==> src/rtl/mmul_conv_sequencer.sv <==
`default_nettype none
// ============================================================================
//  Module   : mmul_conv_sequencer
//  Brief    : Sequences one convolution window through the shared 9x9/3x3
//             multi-multiplier and accumulates its partial products. Accepts
//             a job config, streams operands to the multiplier, tracks
//             in-flight products over MUL_LAT and returns one accumulated
//             result per job on a valid/ready output.
//  Options  : MMSEQ_SAT_EN - saturating accumulate (default: wrap-around)
//  Revision : 1.0 - initial release
// ============================================================================
module mmul_conv_sequencer #(
  parameter int TAP_W   = 8,
  parameter int ACC_W   = 24,   // must be wider than the 16-bit product
  parameter int MUL_LAT = 1     // 1..4
) (
  input  logic                    clk,
  input  logic                    rst_n,
  input  logic                    soft_clr,
  input  logic                    cfg_valid,
  output logic                    cfg_ready,
  input  logic [1:0]              cfg_convtype,
  input  logic [TAP_W-1:0]        cfg_taps,
  output logic                    cfg_err,
  input  logic                    s_valid,
  output logic                    s_ready,
  input  logic [8:0]              s_d,
  input  logic [8:0]              s_w1,
  input  logic [8:0]              s_w2,
  input  logic [8:0]              s_w3,
  output logic [8:0]              mm_d,
  output logic [8:0]              mm_w1,
  output logic [8:0]              mm_w2,
  output logic [8:0]              mm_w3,
  output logic [1:0]              mm_convtype,
  input  logic [15:0]             mm_mul,
  output logic                    m_valid,
  input  logic                    m_ready,
  output logic signed [ACC_W-1:0] m_acc,
  output logic                    busy
);

  typedef enum logic [1:0] {
    ST_IDLE  = 2'd0,
    ST_RUN   = 2'd1,
    ST_DRAIN = 2'd2,
    ST_OUT   = 2'd3
  } state_t;

  state_t             r_state;
  state_t             w_state_nxt;

  logic [TAP_W-1:0]   r_taps;
  logic [TAP_W-1:0]   r_issued;
  logic [TAP_W-1:0]   w_issued_inc;
  logic [MUL_LAT:0]   r_pipe;
  logic [ACC_W-1:0]   r_acc;
  logic [ACC_W-1:0]   w_acc_nxt;
  logic [ACC_W-1:0]   w_mul_ext;
  logic [8:0]         r_mm_d, r_mm_w1, r_mm_w2, r_mm_w3;
  logic [1:0]         r_mm_convtype;
  logic               r_cfg_err;

  logic               w_cfg_legal;
  logic               w_cfg_go;
  logic               w_cfg_bad;
  logic               w_issue_open;
  logic               w_accept;
  logic               w_last;
  logic               w_pipe_empty;

  // Config legality: only 9x9 (00) and 3x3 (01) modes, at least one tap.
  assign w_cfg_legal  = (cfg_convtype[1] == 1'b0) && (cfg_taps != '0);
  assign w_cfg_go     = (r_state == ST_IDLE) && cfg_valid &&  w_cfg_legal;
  assign w_cfg_bad    = (r_state == ST_IDLE) && cfg_valid && !w_cfg_legal;

  // Operand issue: a soft_clr in the same cycle discards the accepted beat.
  assign w_issue_open = (r_state == ST_RUN) && (r_issued < r_taps);
  assign w_accept     = s_valid && w_issue_open && !soft_clr;
  assign w_issued_inc = r_issued + TAP_W'(1);
  assign w_last       = w_accept && (w_issued_inc == r_taps);
  assign w_pipe_empty = (r_pipe == '0);

  assign s_ready      = w_issue_open;
  assign cfg_err      = r_cfg_err;
  assign m_acc        = r_acc;
  assign mm_d         = r_mm_d;
  assign mm_w1        = r_mm_w1;
  assign mm_w2        = r_mm_w2;
  assign mm_w3        = r_mm_w3;
  assign mm_convtype  = r_mm_convtype;

  // Accumulator update: sign-extend the product, then wrap or clamp.
  always_comb begin
    w_mul_ext = {{(ACC_W-16){mm_mul[15]}}, mm_mul};
`ifdef MMSEQ_SAT_EN
    w_acc_nxt = sat_add(r_acc, w_mul_ext);
`else
    w_acc_nxt = r_acc + w_mul_ext;
`endif
  end

`ifdef MMSEQ_SAT_EN
  localparam logic [ACC_W-1:0] c_ACC_MAX = {1'b0, {(ACC_W-1){1'b1}}};
  localparam logic [ACC_W-1:0] c_ACC_MIN = {1'b1, {(ACC_W-1){1'b0}}};

  // One guard bit exposes overflow: the top two sum bits disagree.
  function automatic logic [ACC_W-1:0] sat_add(input logic [ACC_W-1:0] a,
                                               input logic [ACC_W-1:0] b);
    logic [ACC_W:0] sum;
    sum = {a[ACC_W-1], a} + {b[ACC_W-1], b};
    if (sum[ACC_W] != sum[ACC_W-1]) begin
      sat_add = sum[ACC_W] ? c_ACC_MIN : c_ACC_MAX;
    end else begin
      sat_add = sum[ACC_W-1:0];
    end
  endfunction
`endif

  // State register.
  always_ff @(posedge clk or negedge rst_n) begin
    if (!rst_n) begin
      r_state <= ST_IDLE;
    end else begin
      r_state <= w_state_nxt;
    end
  end

  // Next-state and state-decoded handshake outputs; soft_clr wins over all.
  always_comb begin
    w_state_nxt = r_state;
    cfg_ready   = 1'b0;
    m_valid     = 1'b0;
    busy        = 1'b1;
    case (r_state)
      ST_IDLE: begin
        cfg_ready = 1'b1;
        busy      = 1'b0;
        if (w_cfg_go) w_state_nxt = ST_RUN;
      end
      ST_RUN: begin
        if (w_last) w_state_nxt = ST_DRAIN;
      end
      ST_DRAIN: begin
        if (w_pipe_empty) w_state_nxt = ST_OUT;
      end
      ST_OUT: begin
        m_valid = 1'b1;
        if (m_ready) w_state_nxt = ST_IDLE;
      end
      default: w_state_nxt = ST_IDLE;
    endcase
    if (soft_clr) w_state_nxt = ST_IDLE;
  end

  // Datapath: job config latch, operand registers, valid pipe, accumulator.
  always_ff @(posedge clk or negedge rst_n) begin
    if (!rst_n) begin
      r_taps        <= '0;
      r_issued      <= '0;
      r_pipe        <= '0;
      r_acc         <= '0;
      r_mm_d        <= '0;
      r_mm_w1       <= '0;
      r_mm_w2       <= '0;
      r_mm_w3       <= '0;
      r_mm_convtype <= 2'b00;
      r_cfg_err     <= 1'b0;
    end else if (soft_clr) begin
      r_issued      <= '0;
      r_pipe        <= '0;
      r_acc         <= '0;
      r_mm_d        <= '0;
      r_mm_w1       <= '0;
      r_mm_w2       <= '0;
      r_mm_w3       <= '0;
      r_cfg_err     <= 1'b0;
    end else begin
      r_cfg_err <= w_cfg_bad;
      // Idle cycles feed zeros so the multiplier never sees stale operands.
      r_mm_d    <= w_accept ? s_d  : 9'd0;
      r_mm_w1   <= w_accept ? s_w1 : 9'd0;
      r_mm_w2   <= w_accept ? s_w2 : 9'd0;
      r_mm_w3   <= w_accept ? s_w3 : 9'd0;
      // Bit k marks a product issued k+1 edges ago; the top bit lines up
      // with mm_mul carrying that product.
      r_pipe    <= {r_pipe[MUL_LAT-1:0], w_accept};
      if (w_cfg_go) begin
        r_mm_convtype <= cfg_convtype;
        r_taps        <= cfg_taps;
        r_issued      <= '0;
        r_acc         <= '0;
      end else begin
        if (w_accept)        r_issued <= w_issued_inc;
        if (r_pipe[MUL_LAT]) r_acc    <= w_acc_nxt;
      end
    end
  end

endmodule
`default_nettype wire

==> config.mk <==
export PLATFORM = sky130hd
export DESIGN_NAME = mmul_conv_sequencer
export DESIGN_NICKNAME = d
export VERILOG_FILES = /design/src/rtl/mmul_conv_sequencer.sv
export SDC_FILE = /design/constraint.sdc
export NUM_CORES = 1
export LEC_CHECK = 0
export CORE_MARGIN = 2
export CORE_UTILIZATION = 52
export DETAILED_ROUTE_END_ITERATION = 10
export PLACE_DENSITY = 0.94
export SYNTH_ARGS = -nofsm -noshare
export SYNTH_HDL_FRONTEND = slang
export SYNTH_SLANG_ARGS = --single-unit
==> constraint.sdc <==
create_clock -name clk -period 6.9 [get_ports clk]
set_clock_uncertainty 0.1 [all_clocks]
set_input_delay 1.38 -clock clk [delete_from_list [all_inputs] [get_ports clk]]
set_output_delay 1.38 -clock clk [all_outputs]
set_load 0.03 [all_outputs]
# ---- Word-level counts from Yosys, hierarchy flattened
# Cells that the tools add are included.
dict set report classes {
  mul 0
  order_cmp 1
  div_mod_pow 0
  bitwise 2
  n_eq_ne 8
  n_addsub 2
  n_reduce_logical 17
  shift 0
  mux 25
}
# cell count
set op_table {}
lappend op_table {{2-to-1 mux 24 bit} 3}
lappend op_table {{2-to-1 mux 9 bit} 8}
lappend op_table {{adder 24 bit} 1}
lappend op_table {{2-to-1 mux 8 bit} 3}
lappend op_table {{2-to-1 mux 2 bit} 6}
lappend op_table {{!= test 3 bit (second input constant)} 4}
lappend op_table {{adder 8 x 1 -> 8 bit (second input constant)} 1}
lappend op_table {{== test 8 bit} 1}
lappend op_table {{logical AND 1 bit} 8}
lappend op_table {{< comparator 8 bit} 1}
lappend op_table {{one-hot mux 2 bit (4 select lines)} 1}
lappend op_table {{nonzero test 8 bit} 1}
lappend op_table {{nonzero test 3 bit} 2}
lappend op_table {{== test 2 bit (second input constant)} 2}
lappend op_table {{logical NOT 2 bit} 2}
lappend op_table {{2-to-1 mux 1 bit} 4}
lappend op_table {{AND reduction 4 bit} 1}
lappend op_table {{== test 2 x 1 -> 1 bit (second input constant)} 1}
lappend op_table {{logical NOT 1 bit} 2}
lappend op_table {{inverter 1 bit} 2}
lappend op_table {{AND reduction 2 bit} 1}
dict set report word_totals {
  latch_bits 0
  output_inout_bits 67
  regBits 83
  romBits 0
  memories 0
  word_cells 66
  mem_bits_rw 0
}

# ---- Logic depth before layout (Yosys ltp)
dict set report logic_depth {
  depth_word 8
  depth_mapped 10
}

# ---- Worst setup path after synthesis
# No wires, ideal clock.
dict set report synth_timing {
  path_kind {input-to-reg}
  start {in mm_mul[0]}
  end {reg r_acc[14] (netlist: m_acc[14])}
  path_buffers 0
  cell_stages 9
  setup_slack_ns 3.556
  required_time_ns 6.733
  t_arrival_ns 3.176
  cell_sequence {ha_1 inv_1 fa_1 nor2b_1 o2111ai_1 a21oi_1 o311ai_4 a2111oi_0 a311o_1}
}
dict set report synth_via {
  elab_chain_cells 4
}
# item line_no
set synth_lines {}
lappend synth_lines {{start, declared} 36} ;# input logic [15:0] mm_mul,
lappend synth_lines {{adder 24 bit} 99} ;# w_acc_nxt = r_acc + w_mul_ext;
lappend synth_lines {{2-to-1 mux 24 bit} 195} ;# if (r_pipe[MUL_LAT]) r_acc <= w_acc_nxt;
lappend synth_lines {{2-to-1 mux 24 bit} 188} ;# if (w_cfg_go) begin
lappend synth_lines {{2-to-1 mux 24 bit} 169} ;# end else if (soft_clr) begin
lappend synth_lines {{end signal, assigned} 195}
lappend synth_lines {{end, declared} 57} ;# logic [ACC_W-1:0] r_acc;
# Every way passes these cells. The select of a mux whose other input is x is not followed.
# A chain may end at the register's enable or synchronous reset.

# ---- Final worst setup path
dict set report layout_timing {
  start {reg r_issued[1]}
  end {out s_ready}
}
dict set report layout_via {
  elab_chain_cells 2
}
# item line_no
set layout_lines {}
lappend layout_lines {{start, declared} 54} ;# logic [TAP_W-1:0] r_issued;
lappend layout_lines {{start signal, assigned} 194} ;# if (w_accept) r_issued <= w_issued_inc;
lappend layout_lines {{< comparator 8 bit} 78} ;# assign w_issue_open = (r_state == ST_RUN) && (r_issued < r_taps);
lappend layout_lines {{logical AND 1 bit} 78}
lappend layout_lines {{end, declared} 26} ;# output logic s_ready,
# Every way passes these cells.

==> key figures <==
Clock tree
  – Clk slew on worst S/H paths: 0.09 ns
  – Number of buffers inserted by hold repair at cts: 0
  – Clk sinks: 83
  – CTS buffer count: 9
  – Htree depth: 3
  – Post-CTS Setup Bufs: 0
  – Post-cts sizing count: 0
  – Longest Clk Path Bufs: 2
  – Worst-Skew Late Latency: 0.35 ns
  – CTS tree: built
  – Clk root buf: clkbuf_8

Place
  – Port bufs: 134
  – Post-Place Setup Slack: 2.79 ns
  – GP Congestion: 0.905
  – HPWL after DPL: 8810 microns

Setup path
  – Crit-path slowest cell: clkdlybuf4s50_1
  – FF-to-FF End: m_acc[14]
  – CP bufs+invs: 1
  – Worst Setup Path Type: reg -> out
  – Critical path launch point type: register
  – Worst-path cell chain: ha_1 -> nor2b_1 -> o211ai_1 -> a21oi_1 -> o21ai_0 -> clkdlybuf4s50_1
  – Worst flop-to-flop path startpoint: m_acc[0]
  – Reg2Reg Depth: 9
  – R2r setup slk: 4.27 ns
  – Worst Setup SP: r_issued[1]
  – Endpoint class of the critical path: primary output
  – Top Family by Delay on Critical Path: buffers and inverters
  – Critical path arrival: 2.46 ns
  – CP max FO: 5
  – Worst path max stage delay: 0.72 ns
  – CP required: 5.42 ns

Floorplanning
  – Die height: 100 microns
  – Initial Util: 0.529
  – IO Pins: 135
  – Die Width: 100 microns
  – Row count: 35
  – Core area: 9150 sq um
  – Total die area: 10100 sq um

Synthesis
  – Synth cell count leaders: dfrtp_1 (83), and2_1 (36), ha_1 (36), a21oi_1 (35), nand2_1 (35)
  – Synth area leaders: dfrtp_1 (43%), ha_1 (9.3%), and2_1 (4.7%)
  – Mapped Cells: 493
  – Mean Syn Cell Area: 9.81 sq um
  – Synth Flop Type: dfrtp_1
  – Top cell type by total area after synthesis: dfrtp_1
  – Share of the synthesized area in the top cell type: 0.429
  – Most frequent cell after synthesis: dfrtp_1
  – Synth Warn #: 0
  – FF+latch count, synth: 83
  – Yosys cell types: 62
  – Fraction of registers with async set/reset: 1.00
  – Number of synthesized flops with an enable pin: 0
  – Register area share after synthesis: 0.429
  – Syn nets: 598
  – Netlist Area Pre-Place: 4840 sq um

Timing
  – Final Max Tran Viols: 0
  – Final hold vios: 0
  – Post-layout worst setup margin: 2.96 ns
  – RSZ-0062 raised after global routing: no
  – Final worst path period share: 0.571
  – Worst Tran Pin Value: 1.06 ns
  – Post-Route Setup TNS: 0 ns
  – Fin crit period: 3.94 ns
  – Slew margin rel.: 0.295
  – Final setup fails: 0
  – Achievable Freq: 254 MHz

Finish
  – Multi-input logic area: 2600 sq um
  – Layout cell share with drive strength beyond 1: 0.0576
  – Nets@finish: 725
  – Number of diodes: 0
  – Area growth syn-to-layout: 33.2%
  – Register Area: 2080 sq um
  – Fill cells: 655

Route
  – Vias: 4173
  – Final WL: 11900 microns
  – DRC: 0
  – Pre-antenna DRT Iters: 5
  – DRT iter0 DRCs: 177
  – Avg Vias per Cell: 5.67
  – Average wire per standard cell: 16.1 microns
  – Post-DRT Antenna Nets: 0

GRT
  – Met2 Use GR: 0.422
  – Layer with the highest usage: met2
  – Total grt overflow: 0
  – Vias in the first global route: 4114
  – GR Util met3: 0.0557
  – First-pass GRT wire length: 19400 microns
  – Met1 usage: 0.299
  – Total Routing Usage GR: 0.243
  – Initial antenna violation count: 0
  – Largest net degree at the start of global routing: 84

Worst hold path
  – Hold worst-path end: r_pipe[1]
  – Worst Hold Class: reg -> reg
  – Hold Crit Start: r_pipe[0]
  – Min-Delay Path Depth: 1

Power and ir drop
  – Largest vdd supply drop: 0.239 mV
  – P per Cell Area: 236 nW/um^2
  – Overall power: 1.52 mW
  – Leakage: 2.82 nW

Outcome
  – Status: completed

Job
  – Max_cap viols: 0
==> logic make-up after synthesis <==
group	synth area share
fa+ha+maj	0.0973
xor+xnor	0.0450
mux	0.0274
flops	0.429
simple gates	0.192
compound gates	0.176
buf+inv	0.0328
==> per-stage QoR <==
stage | hold slack [ns] | utilization | cells | instance area (sq um)
finish | 0.392 | 0.704 | 736 | 6440
global route | 0.428 | 0.704 | 736 | 6440
CTS | 0.398 | 0.704 | 736 | 6440
detailed placement | 0.374 | 0.682 | 720 | 6240
global placement | 0.374 | 0.682 | 720 | 6240
floorplan | 0.359 | - | 493 | 4840
==> report_power, final <==
part | total [mW] | switching (mW) | internal, mW | leakage, nW
combinational | 0.564 | 0.324 | 0.240 | 1.58
sequential | 0.598 | 0.0490 | 0.549 | 1.14
clock | 0.356 | 0.211 | 0.145 | 0.103
total | 1.52 | 0.584 | 0.933 | 2.82
==> flip-flops by register name, summed over array words and instances (netlist names) <==
signal	flops
m_acc	24
mm_d	9
mm_w1	9
mm_w2	9
mm_w3	9
r_issued	8
r_taps	8
mm_convtype	2
r_pipe	2
r_state	2
cfg_err	1
==> placed cells by master (no fill, tap or decap), types with 7 or more instances in the layout <==
cell,count
clkdlybuf4s50_1,133
dfrtp_1,83
and2_1,36
ha_1,36
a21oi_1,35
nand2_1,35
o21ai_0,29
nor2_1,26
inv_1,21
xnor2_1,16
o21ai_1,14
mux2i_1,11
nand2b_1,11
nand3_1,9
nor3_1,9
clkbuf_8,9
or3_1,8
nand4_1,7
a21o_1,7
xor2_1,7
==> layout make-up <==
| class | count | area share |
|---|---|---|
| inverters | 21 | 0.0122 |
| well taps | 111 | 0.0216 |
| clock buffers | 9 | 0.0192 |
| clock inverters | 7 | 0.0118 |
| flip-flops and latches | 83 | 0.322 |
| multi-input cells | 370 | 0.404 |
| repair buffers | 135 | 0.209 |
==> routing by layer <==
layer / up-vias / part of all wire / wire length, microns
met1: 2015 / 0.41 / 4850
met4: 0 / 0.025 / 292
met2: 128 / 0.51 / 6060
li1: 2004 / - / -
met5: - / 0 / 0
met3: 26 / 0.055 / 655
==> worst register-to-register path, stage by stage, from the launching register on <==
cell and delay (ns):
dfrtp_1 0.39, ha_1 0.18, inv_1 0.06, fa_1 0.39, nor2b_1 0.17, o2111ai_1 0.18
a21oi_1 0.35, o311ai_4 0.18, a2111oi_0 0.42, a311o_1 0.17
==> worst max-delay path by stage <==
stage | cells after the start | endpoint
6_report | 6 | s_ready
3_5_place_dp | 9 | m_acc[23]
5_1_grt | 6 | s_ready
4_1_cts | 6 | s_ready
2_1_floorplan | 9 | m_acc[14]
3_3_place_gp | 9 | m_acc[23]
No activity file was read; power rests on OpenSTA's default activity.
